<file path="src/rtl/stack_ctrl_pkg.sv">
// Shared op codes and FSM encodings for the EX-stage stack sequencer.
package stack_ctrl_pkg;

   localparam logic [2:0] OP_NOP  = 3'd0;
   localparam logic [2:0] OP_PUSH = 3'd1;
   localparam logic [2:0] OP_POP  = 3'd2;
   localparam logic [2:0] OP_CALL = 3'd3;
   localparam logic [2:0] OP_RET  = 3'd4;

   typedef enum logic [1:0] {
      ST_IDLE     = 2'd0,
      ST_PUSH_ISS = 2'd1,
      ST_POP_ISS  = 2'd2
   } state_t;

endpackage

</file>
<file path="src/rtl/stack_ex_ctrl.sv">
// EX-stage sequencer for the stack memory: issues push/pop strobes, captures
// pop data, generates CALL/RET redirects and tracks sticky error flags.
module stack_ex_ctrl
   import stack_ctrl_pkg::*;
#(
   parameter int DATA_W = 16,
   parameter int PC_W   = 16,
   parameter int DEPTH  = 16
) (
   input  logic              clk,
   input  logic              reset,
   input  logic              op_valid,
   input  logic [2:0]        op_code,
   input  logic [DATA_W-1:0] op_data,
   input  logic [PC_W-1:0]   ex_pc,
   input  logic              Empty,
   input  logic              Full,
   input  logic [DATA_W-1:0] Stack_Out_EX,
   output logic              Stack_In_Enable_EX,
   output logic              Stack_Out_Enable_EX,
   output logic [DATA_W-1:0] Stack_In_EX,
   output logic              stall,
   output logic              wb_valid,
   output logic [DATA_W-1:0] wb_data,
   output logic              pc_redirect,
   output logic [PC_W-1:0]   pc_target,
   input  logic              clr_err,
   output logic              overflow_err,
   output logic              underflow_err,
   output logic              illegal_err,
   output logic              sync_err
);

   localparam int CNT_W = $clog2(DEPTH) + 1;
   localparam logic [CNT_W-1:0] DEPTH_MAX = CNT_W'(DEPTH);

   state_t           state;
   logic             is_ret;
   logic [CNT_W-1:0] depth;
   logic [PC_W-1:0]  ret_pc;

   logic accept, is_push_op, is_pop_op;
   logic ovf_set, unf_set, ill_set, sync_set;

   // Return address wraps within PC_W before being widened onto the stack.
   assign ret_pc     = ex_pc + PC_W'(1);
   assign accept     = (state == ST_IDLE) && op_valid;
   assign is_push_op = (op_code == OP_PUSH) || (op_code == OP_CALL);
   assign is_pop_op  = (op_code == OP_POP)  || (op_code == OP_RET);
   assign ovf_set    = accept && is_push_op && Full;
   assign unf_set    = accept && is_pop_op && Empty;
   assign ill_set    = accept && (op_code > OP_RET);
   assign sync_set   = (state == ST_IDLE) &&
                       (((depth == '0) != Empty) || ((depth == DEPTH_MAX) != Full));

   always_ff @(posedge clk or negedge reset) begin
      if (!reset) begin
         state               <= ST_IDLE;
         is_ret              <= 1'b0;
         Stack_In_Enable_EX  <= 1'b0;
         Stack_Out_Enable_EX <= 1'b0;
         Stack_In_EX         <= '0;
         stall               <= 1'b0;
         wb_valid            <= 1'b0;
         wb_data             <= '0;
         pc_redirect         <= 1'b0;
         pc_target           <= '0;
      end else begin
         case (state)
            ST_IDLE: begin
               wb_valid    <= 1'b0;
               pc_redirect <= 1'b0;
               if (op_valid) begin
                  if (is_push_op && !Full) begin
                     state              <= ST_PUSH_ISS;
                     Stack_In_Enable_EX <= 1'b1;
                     stall              <= 1'b1;
                     if (op_code == OP_CALL) begin
                        Stack_In_EX <= DATA_W'(ret_pc);
                        pc_redirect <= 1'b1;
                        pc_target   <= op_data[PC_W-1:0];
                     end else begin
                        Stack_In_EX <= op_data;
                     end
                  end else if (is_pop_op && !Empty) begin
                     state               <= ST_POP_ISS;
                     Stack_Out_Enable_EX <= 1'b1;
                     stall               <= 1'b1;
                     is_ret              <= (op_code == OP_RET);
                  end
               end
            end
            ST_PUSH_ISS: begin
               state              <= ST_IDLE;
               Stack_In_Enable_EX <= 1'b0;
               stall              <= 1'b0;
               pc_redirect        <= 1'b0;
            end
            ST_POP_ISS: begin
               // Memory updated its output at the negedge inside this cycle.
               state               <= ST_IDLE;
               Stack_Out_Enable_EX <= 1'b0;
               stall               <= 1'b0;
               if (is_ret) begin
                  pc_redirect <= 1'b1;
                  pc_target   <= Stack_Out_EX[PC_W-1:0];
               end else begin
                  wb_valid <= 1'b1;
                  wb_data  <= Stack_Out_EX;
               end
            end
            default: state <= ST_IDLE;
         endcase
      end
   end

   always_ff @(posedge clk or negedge reset) begin
      if (!reset) begin
         depth         <= '0;
         overflow_err  <= 1'b0;
         underflow_err <= 1'b0;
         illegal_err   <= 1'b0;
         sync_err      <= 1'b0;
      end else begin
         if (state == ST_PUSH_ISS && depth != DEPTH_MAX)
            depth <= depth + CNT_W'(1);
         else if (state == ST_POP_ISS && depth != '0)
            depth <= depth - CNT_W'(1);
         // A new error in the clearing cycle keeps its flag set.
         overflow_err  <= ovf_set  | (overflow_err  & ~clr_err);
         underflow_err <= unf_set  | (underflow_err & ~clr_err);
         illegal_err   <= ill_set  | (illegal_err   & ~clr_err);
         sync_err      <= sync_set | (sync_err      & ~clr_err);
      end
   end

endmodule

</file>
<file path="config.mk">
export PLATFORM = sky130hd
export DESIGN_NAME = stack_ex_ctrl
export DESIGN_NICKNAME = d
export VERILOG_FILES = /design/src/rtl/stack_ctrl_pkg.sv /design/src/rtl/stack_ex_ctrl.sv
export SDC_FILE = /design/constraint.sdc
export NUM_CORES = 1
export LEC_CHECK = 0
export CAP_MARGIN = 10
export CORE_MARGIN = 4
export CORE_UTILIZATION = 40
export CTS_BUF_LIST = sky130_fd_sc_hd__clkbuf_4
export DETAILED_ROUTE_END_ITERATION = 6
export GPL_ROUTABILITY_DRIVEN = 0
export PLACE_DENSITY = 0.81
export SLEW_MARGIN = 30
export SYNTH_ARGS = -nofsm -noshare
export SYNTH_HDL_FRONTEND = slang
export SYNTH_SLANG_ARGS = --single-unit
</file>
<file path="constraint.sdc">
create_clock -name clk -period 2.8 [get_ports clk]
set_input_delay 0.84 -clock clk [delete_from_list [all_inputs] [get_ports clk]]
set_output_delay 0.84 -clock clk [all_outputs]
set_load 0.005 [all_outputs]
</file>
After elaboration in Yosys (flattened, before gate mapping)
Cells that the tools add are included.
- memories: 0
- output and inout port bits: 57
- memory bits (read-only): 0
- register bits: 65
- latch bits: 0
- word-level logic and storage cells: 112
- bits in writable memories: 0
- $mul: 0
- divide/modulo/power cells: 0
- equal/unequal tests: 18
- order comparisons: 1
- mux-type cells: 29
- $add $sub $neg: 3
- shifts and indexed selects: 0
- reduce and logical (&&, ||, !) cells: 35
- bitwise operators: 11
- operators with widths (operator ; number):
    two-way mux 16 bit ; 5
    one-hot mux 16 bit (2 select lines) ; 1
    adder 16 x 1 -> 16 bit (second input constant) ; 1
    two-way mux 1 bit ; 12
    logical AND 1 bit ; 11
    two-way mux 5 bit ; 2
    AND reduction 3 bit ; 3
    two-way mux 2 bit ; 4
    inequality test 2 bit (second input constant) ; 4
    one-hot mux 1 bit (2 select lines) ; 4
    AND reduction 2 bit ; 4
    AND reduction 4 bit ; 2
    nonzero test 2 bit ; 4
    == test 3 x 2 -> 1 bit (second input constant) ; 2
    inequality test 2 x 1 -> 1 bit (second input constant) ; 3
    adder 5 x 1 -> 5 bit (second input constant) ; 1
    == test 5 bit (second input constant) ; 1
    zero test 5 bit ; 1
    inequality test 5 bit (second input constant) ; 1
    AND reduction 5 bit ; 1
    nonzero test 5 bit ; 1
    subtractor 5 x 1 -> 5 bit (second input constant) ; 1
    bitwise AND 1 bit ; 4
    bitwise OR 1 bit ; 4
    14 further kinds ; 20

Longest topological paths before layout
Gate-level depths: netlist of the first run.
- depth after elaboration: 7
- depth in mapped cells: 10

Worst setup path after synthesis of the first run
OpenSTA, ideal clock, no wires.
- path type: flip-flop to flip-flop
- from: register depth[0]
- to: register depth[4]
- required time: 2.706 ns
- stages on the path, launching flop included: 9
- period minus slack after synthesis: 2.155 ns
- setup time: 0.094 ns
- arrival time: 2.061 ns
- setup slack: 0.645 ns
- cell sequence: dfrtp_1 nor4_2 nand2_1 nand2_1 ha_1 a21o_1 a21oi_1 a21boi_0 a211oi_1
- longest elaborated chain between the ends: 3
- ends and longest elaborated chain (what ; RTL line ; source):
    from (decl) ; stack_ex_ctrl.sv:39 ; logic [CNT_W-1:0] depth;
    from (signal assigned) ; stack_ex_ctrl.sv:126 ; depth <= depth + CNT_W'(1);
    from (signal assigned) ; stack_ex_ctrl.sv:128 ; depth <= depth - CNT_W'(1);
    subtractor 5 x 1 -> 5 bit, or another cell as far along ; stack_ex_ctrl.sv:128 ;
    two-way mux 5 bit, or another cell as far along ; stack_ex_ctrl.sv:127 ; else if (state == ST_POP_ISS && depth != '0)
    two-way mux 5 bit or nonzero test 2 bit (tied branches) ; -- ;
Several ways; a longest one is shown, not always the timed one. The select of a mux whose other input is x is not followed.
A chain may end at the register's enable or synchronous reset.

Final worst setup path of the first run
- from: register state[1]
- to: register depth[4]
- longest elaborated chain between the ends: 3
- ends and longest elaborated chain (what ; RTL line ; source):
    from (decl) ; stack_ex_ctrl.sv:37 ; state_t state;
    from (signal assigned) ; stack_ex_ctrl.sv:58 ; state <= ST_IDLE;
    from (signal assigned) ; stack_ex_ctrl.sv:75 ; state <= ST_PUSH_ISS;
    from (signal assigned) ; stack_ex_ctrl.sv:86 ; state <= ST_POP_ISS;
    == test 2 x 1 -> 1 bit or == test 2 bit (tied branches) ; stack_ex_ctrl.sv:125, stack_ex_ctrl.sv:127 ;
    logical AND 1 bit, on equally long branches ; stack_ex_ctrl.sv:125, stack_ex_ctrl.sv:127 ;
    two-way mux 5 bit or nonzero test 2 bit (tied branches) ; -- ;
Several ways; a longest one is shown, not always the timed one.

==> flow_summary_export.csv, run 1 <==
group,metric,value,unit
timing,timing.final.crit_share,82.15,%
clock_tree,post_cts_buffers,0,
timing,max_freq,434.7,MHz
grt,grt.total_usage,19.07,%
power,ir_drop,0.3965,mV
power,power_leakage,1.965,nW
timing,timing.hold.ws,470.4,ps
timing,rsz0062_at_grt,"false",
clock_tree,cts_tree,"built",
detailed_routing,drt_iter0_drc,126,
synthesis,synth.cell_area,3323,um2
synthesis,async_flop_share,100.0,%
synthesis,synth_xor_area_share,4.744,%
placement,port_buffers,113,
synthesis,ys_ff_latch,65,
clock_tree,clk_path_buf_depth,2,
clock_tree,clock_sinks,65,
placement,dp_hpwl,6.968,mm
setup_path,cp-start-kind,"register",
cells_and_area,layout-drive-gt1-share,12.33,%
grt,grt-ovfl-total,0,
cells_and_area,synthToLayoutAreaGrowth,43.90,%
clock_tree,htreeDepth,3,
setup_path,critPathKind,"reg -> reg",
timing,setup-violations-final,0,
setup_path,crit_fanout,5,
synthesis,synthMuxAreaShare,13.03,%
detailed_routing,drc,0,
timing,setup-tns-final,0,ps
synthesis,syn_area_per_cell,10.48,um2
setup_path,worstReg2RegEnd,"depth[4]",
timing,finalHoldViolations,0,
synthesis,synth_cell_types,44,
setup_path,ff2ff_path_depth,8,
synthesis,syn_nets,384,
timing,layout_min_cycle_time,2300,ps
detailed_routing,routedWlPerCell,16.45,um
cells_and_area,finalNonFillerCells,548,
power,finalPower,4.207,mW
timing,fin_ws,499.7,ps
detailed_routing,avgViaCountPerCell,5.181,
die,core_area,7888,um2
setup_path,r2r_start,"state[1]",
setup_path,critical_path.endpoint_type,"register",
detailed_routing,antenna_left,0,
cells_and_area,n_antenna_cell,0,
synthesis,ys_warn_count,0,
grt,grt_start_max_net_pins,38,
synthesis,synth_compound_area_share,13.70,%
synthesis,synthFlopType,"dfrtp_1",
die,dieArea,9831,um2
clock_tree,ctsHoldBuffers,0,
setup_path,cp.arrival,2600,ps
placement,dp_slack,150.9,ps
synthesis,yosys.area_share.adder,3.991,%
die,die_w,99.15,um
timing,worst_pin_slew,669.7,ps
synthesis,synth_top_family_by_area,"compound AO/OA/AOI/OAI gates",
timing,skew,13.99,ps
timing,drv_slew,0,
clock_tree,cts_resized,0,
power,p_per_area,879.8,nW/um2
grt,grt_pass1_vias,2957,
grt,grt_pass1_wl,14.90,mm
setup_path,cp_data_required_time,3100,ps
synthesis,synth_edf_count,0,
cells_and_area,fin_area,4782,um2
die,die_h,99.15,um
detailed_routing,firstDrtPassIters,6,
cells_and_area,post-route-util,60.63,%
die,start_util,42.13,%
detailed_routing,vias,2839,
detailed_routing,postRouteWirelength,9.014,mm
cells_and_area,layout.nets,509,
placement,dp.cells,533,
die,rows,32,
outcome,status,"finished, final reports clean",
synthesis,yosys.area_share.simple,12.91,%
die,ios,114,
placement,placed_cell_area,4659,um2
clock_tree,numCtsBuffers,9,
run,cap_violations,0,
timing,slew_headroom,55.35,%
synthesis,ys_seq_area_share,48.95,%
clock_tree,cts.clk_slew.worst_paths,110,ps
setup_path,rrSetupSlack,500,ps
clock_tree,cts_root_buffer,"clkbuf_4",
grt,antenna_found_initial,0,
clock_tree,clk_latency,390,ps
synthesis,syn_inst,317,
hold_path,hold_path.class,"in -> async",
cells by family (layout without fill, tap and decap cells):
family	count (synthesis)	in the layout
AO/OA/AOI/OAI	70	70
flip-flops	65	65
AND/OR/NAND/NOR	91	91
adder cells (fa/ha/maj)	10	10
multiplexers	41	41
buffers and inverters	22	151
XOR/XNOR	18	18
state kept, by name (all words and copies together) (netlist names), 2 cells and up:
signal       count
Stack_In_EX     16
depth            5
pc_target       16
state            2
wb_data         16
synth_stat cells (all sizes together), types with 2 or more instances:
library cell   n  area (um2)
a21o           4       30.03
nor2          24       90.09
nand2         38       142.6
and3b          2       17.52
buf            6       28.77
ha             9       112.6
clkbuf         8       30.03
nand3          8       40.04
nor3           3       15.01
xor2          10       87.58
xnor2          8       70.07
dfrtp         65        1627
inv            8       30.03
o2bb2ai        3       26.28
mux2i         23       230.2
o21ai         21       105.1
mux2          18       202.7
a21oi         26       130.1
nand4          5       31.28
o221ai         5       75.07
and4           2       17.52
cell type report:
type | count | area (um2)
Fill cell | 661 | 3105
Sequential cell | 65 | 1627
Multi-Input combinational cell | 230 | 1612
Timing Repair Buffer | 128 | 1264
Tap cell | 102 | 127.6
Clock buffer | 10 | 75.07
Clock inverter | 5 | 47.55
Inverter | 8 | 30.03
cells in the final DEF, fill, tap and decap left out, types with 9 or more instances in the layout:
cell / count
clkdlybuf4s50_1: 112
dfrtp_1: 65
nand2_1: 38
a21oi_1: 25
nor2_1: 24
mux2i_1: 23
mux2_2: 18
buf_4: 13
o21ai_1: 12
xor2_1: 10
clkbuf_4: 10
o21ai_0: 9
ha_1: 9
layer usage:
metal	vias up	routed length [um]	global-route usage [%]
met3	12	522	5.470
met2	83	4337	30.53
met5	-	0	0
met1	1368	4030	24.87
met4	0	123	6.513
li1	1376	-	-
worst max-delay path, cell delays in order (launching register included):
cell and delay, ps:
dfrtp_1 460, inv_1 110, ha_1 260, nand2_1 180, fa_1 450, a21o_1 180
a21oi_1 260, a21boi_0 140, a211oi_1 190
worst max-delay path by stage:
stage / start / to / cells past startpoint
finish: state[1] / depth[4] / 8
global route: state[1] / depth[4] / 8
CTS: state[1] / depth[4] / 8
detailed placement: op_code[2] / Stack_In_EX[10] / 5
global placement: op_code[2] / Stack_In_EX[10] / 5
floorplan: depth[0] / depth[4] / 8
report_power, final:
group | internal (mW) | leakage, nW | total [mW] | switching (mW)
sequential | 1.35 | 0.769 | 1.62 | 0.269
clock | 0.269 | 0.0711 | 0.590 | 0.321
combinational | 1.20 | 1.12 | 2.00 | 0.798
total | 2.82 | 1.97 | 4.21 | 1.39
No activity file was read; power rests on OpenSTA's default activity.
==> run 2: changes to the inputs <==
==> constraint.sdc (replaced) <==
create_clock -name clk -period 2.3 [get_ports clk]
set_input_delay 0.69 -clock clk [delete_from_list [all_inputs] [get_ports clk]]
set_output_delay 0.69 -clock clk [all_outputs]
set_load 0.005 [all_outputs]
==> run 2 against run 1 <==
Net effect: final cell count increased by 3.1%; first-iteration DRC count increased by 7.9%; die area unchanged; critical path depth unchanged; global-route usage increased by 0.59 points; clock-buffer cell count increased by 2; clock skew decreased by 3.5 ps; setup slack got worse by 320 ps; sequential share of layout area decreased by 0.85 points; largest power group unchanged.
==> flow_summary_export.csv, run 2 (same netlist as run 1, synthesis figures left out) <==
group,metric,value,unit
power,switching_share,33.67,%
power,ir_drop,0.4779,mV
power,power_leakage,2.040,nW
hold_path,hold_path.class,"in -> async",
clock_tree,cts_root_buffer,"clkbuf_4",
die,core_area,7888,um2
detailed_routing,postRouteWirelength,9.476,mm
setup_path,rrSetupSlack,180,ps
cells_and_area,layout.nets,527,
setup_path,crit_chain,"inv_1, ha_1, nand2_2, fa_1, a21o_1, a21oi_2, a21boi_0, a211oi_1",
detailed_routing,drt_iter0_drc,136,
power,p_comb_share,48.9,%
die,rows,32,
power,p_per_area,1044,nW/um2
power,p_int,3.401,mW
cells_and_area,synthToLayoutAreaGrowth,47.70,%
timing,layout_min_cycle_time,2116,ps
detailed_routing,vias,2934,
outcome,status,"finished, final reports clean",
clock_tree,cts.clk_slew.worst_paths,100,ps
cells_and_area,reg_top3,"Stack_In_EX (16), pc_target (16), wb_data (16)",
grt,antenna_found_initial,0,
cells_and_area,final_common_cell,"clkdlybuf4s50_1",
setup_path,endpoint,"depth[4]",
timing,slew_headroom,63.35,%
die,dieArea,9831,um2
setup_path,r2r_start,"state[1]",
die,ios,114,
setup_path,critPathSlowestCell,"dfrtp_1",
power,power_switching,1.726,mW
timing,timing.final.crit_share,91.99,%
setup_path,cp-start-kind,"register",
setup_path,critPathKind,"reg -> reg",
cells_and_area,fill_cells,659,
power,seqPwrFrac,38.9,%
placement,placed_cell_area,4795,um2
setup_path,crit_fanout,5,
timing,drv_slew,0,
clock_tree,clk_path_buf_depth,2,
run,cap_violations,0,
detailed_routing,firstDrtPassIters,4,
grt,grt_pass1_vias,3034,
timing,max_freq,472.6,MHz
detailed_routing,routedWlPerCell,16.77,um
grt,grt_start_max_net_pins,34,
timing,fin_ws,184.2,ps
setup_path,cpPeakStageDelay,450,ps
clock_tree,clk_latency,390,ps
die,die_w,99.15,um
detailed_routing,antenna_left,0,
timing,skew,10.46,ps
grt,grt_pass1_wl,15.44,mm
cells_and_area,final-seq-area,1628,um2
setup_path,cp_data_required_time,2600,ps
power,finalPower,5.127,mW
timing,setup-violations-final,0,
clock_tree,post_cts_buffers,0,
clock_tree,htreeDepth,3,
cells_and_area,layout_common_cells,"clkdlybuf4s50_1 (112), dfrtp_1 (64), nand2_1 (37)",
setup_path,worstReg2RegEnd,"depth[4]",
setup_path,ff2ff_path_depth,8,
clock_tree,cts_tree,"built",
setup_path,critical_path.endpoint_type,"register",
detailed_routing,drc,0,
setup_path,crit_start,"state[1]",
placement,port_buffers,113,
grt,grt-ovfl-total,0,
cells_and_area,n_antenna_cell,0,
cells_and_area,fin_area,4908,um2
clock_tree,clock_sinks,65,
cells_and_area,multiInputGateArea,1627,um2
placement,dp_slack,-127.6,ps
clock_tree,numCtsBuffers,9,
grt,grt.total_usage,19.67,%
die,die_h,99.15,um
placement,dp_hpwl,7.405,mm
power,clkPwrFrac,12.1,%
setup_path,cp.arrival,2410,ps
timing,rsz0062_at_grt,"false",
timing,worst_pin_slew,549.7,ps
cells_and_area,layout-drive-gt1-share,16.20,%
detailed_routing,avgViaCountPerCell,5.193,
timing,finalHoldViolations,0,
die,start_util,42.13,%
-- run 2: cell count changes in the layout (fill, tap and decap cells not counted), sizes merged --
cell / previous run / this run
buf: 16 / 34
clkinv: 4 / 2
clkbuf: 10 / 12
bufinv: 1 / 0
-- run 2: through the flow --
step | setup TNS [ps] | hold WS, ps | util [%] | instances
6_report | 0 | 274.5 | 62.23 | 565
3_3_place_gp | -293.1 | 477.8 | 60.79 | 551
3_5_place_dp | -1096 | 480.7 | 60.79 | 551
5_1_grt | 0 | 292.0 | 62.23 | 565
4_1_cts | 0 | 276.5 | 62.02 | 565
2_1_floorplan | 0 | 394.4 | - | 317
-- run 2: worst min-delay path by stage --
stage / to / slack, ps / cells after the start
finish: Stack_In_Enable_EX / 270 / 1
global route: wb_data[5] / 290 / 1
CTS: wb_data[5] / 280 / 1
detailed placement: overflow_err / 480 / 1
global placement: underflow_err / 480 / 1
floorplan: Stack_In_EX[0] / 390 / 0
-- run 2: power by group through the flow --
stage | combinational (mW) | sequential, mW | clock, mW
global placement | 2.42 | 1.98 | 0
detailed placement | 2.51 | 1.99 | 0
global route | 2.74 | 2.05 | 0.690
finish | 2.51 | 2.00 | 0.623
floorplan | 1.06 | 1.98 | 0
CTS | 2.52 | 1.97 | 0.640
-- run 2: area by class of cell --
| cell class | count | area share, % |
|---|---|---|
| flip-flops and latches | 65 | 33.16 |
| multi-input cells | 230 | 33.14 |
| repair buffers | 146 | 28.50 |
| well taps | 102 | 2.600 |
| clock buffers | 12 | 1.835 |
| inverters | 8 | 0.6118 |
| clock inverters | 2 | 0.1529 |
-- run 2: timing repair --
action / in CTS / in global routing
endpoints found under the setup margin: 0 / 2
hold buffers: 0 / 0
gates resized for setup: 0 / 4
-- run 2: worst max-delay path, delay by kind of cell, from the launching register on --
kind                       cells  cell delay, ps
adders and majority gates      2             690
DFF                            1             450
and+or+nand+nor                1             130
AOI/OAI and AO/OA              4             660
buffers and inverters          1             100
-- run 2: layer usage --
metal | track usage, % | up-vias | share of wire, %
li1 | - | 1405 | -
met2 | 33.32 | 88 | 50
met4 | 3.992 | 0 | 0.47
met5 | 0 | - | 0
met1 | 25.30 | 1437 | 44
met3 | 5.470 | 4 | 6.2
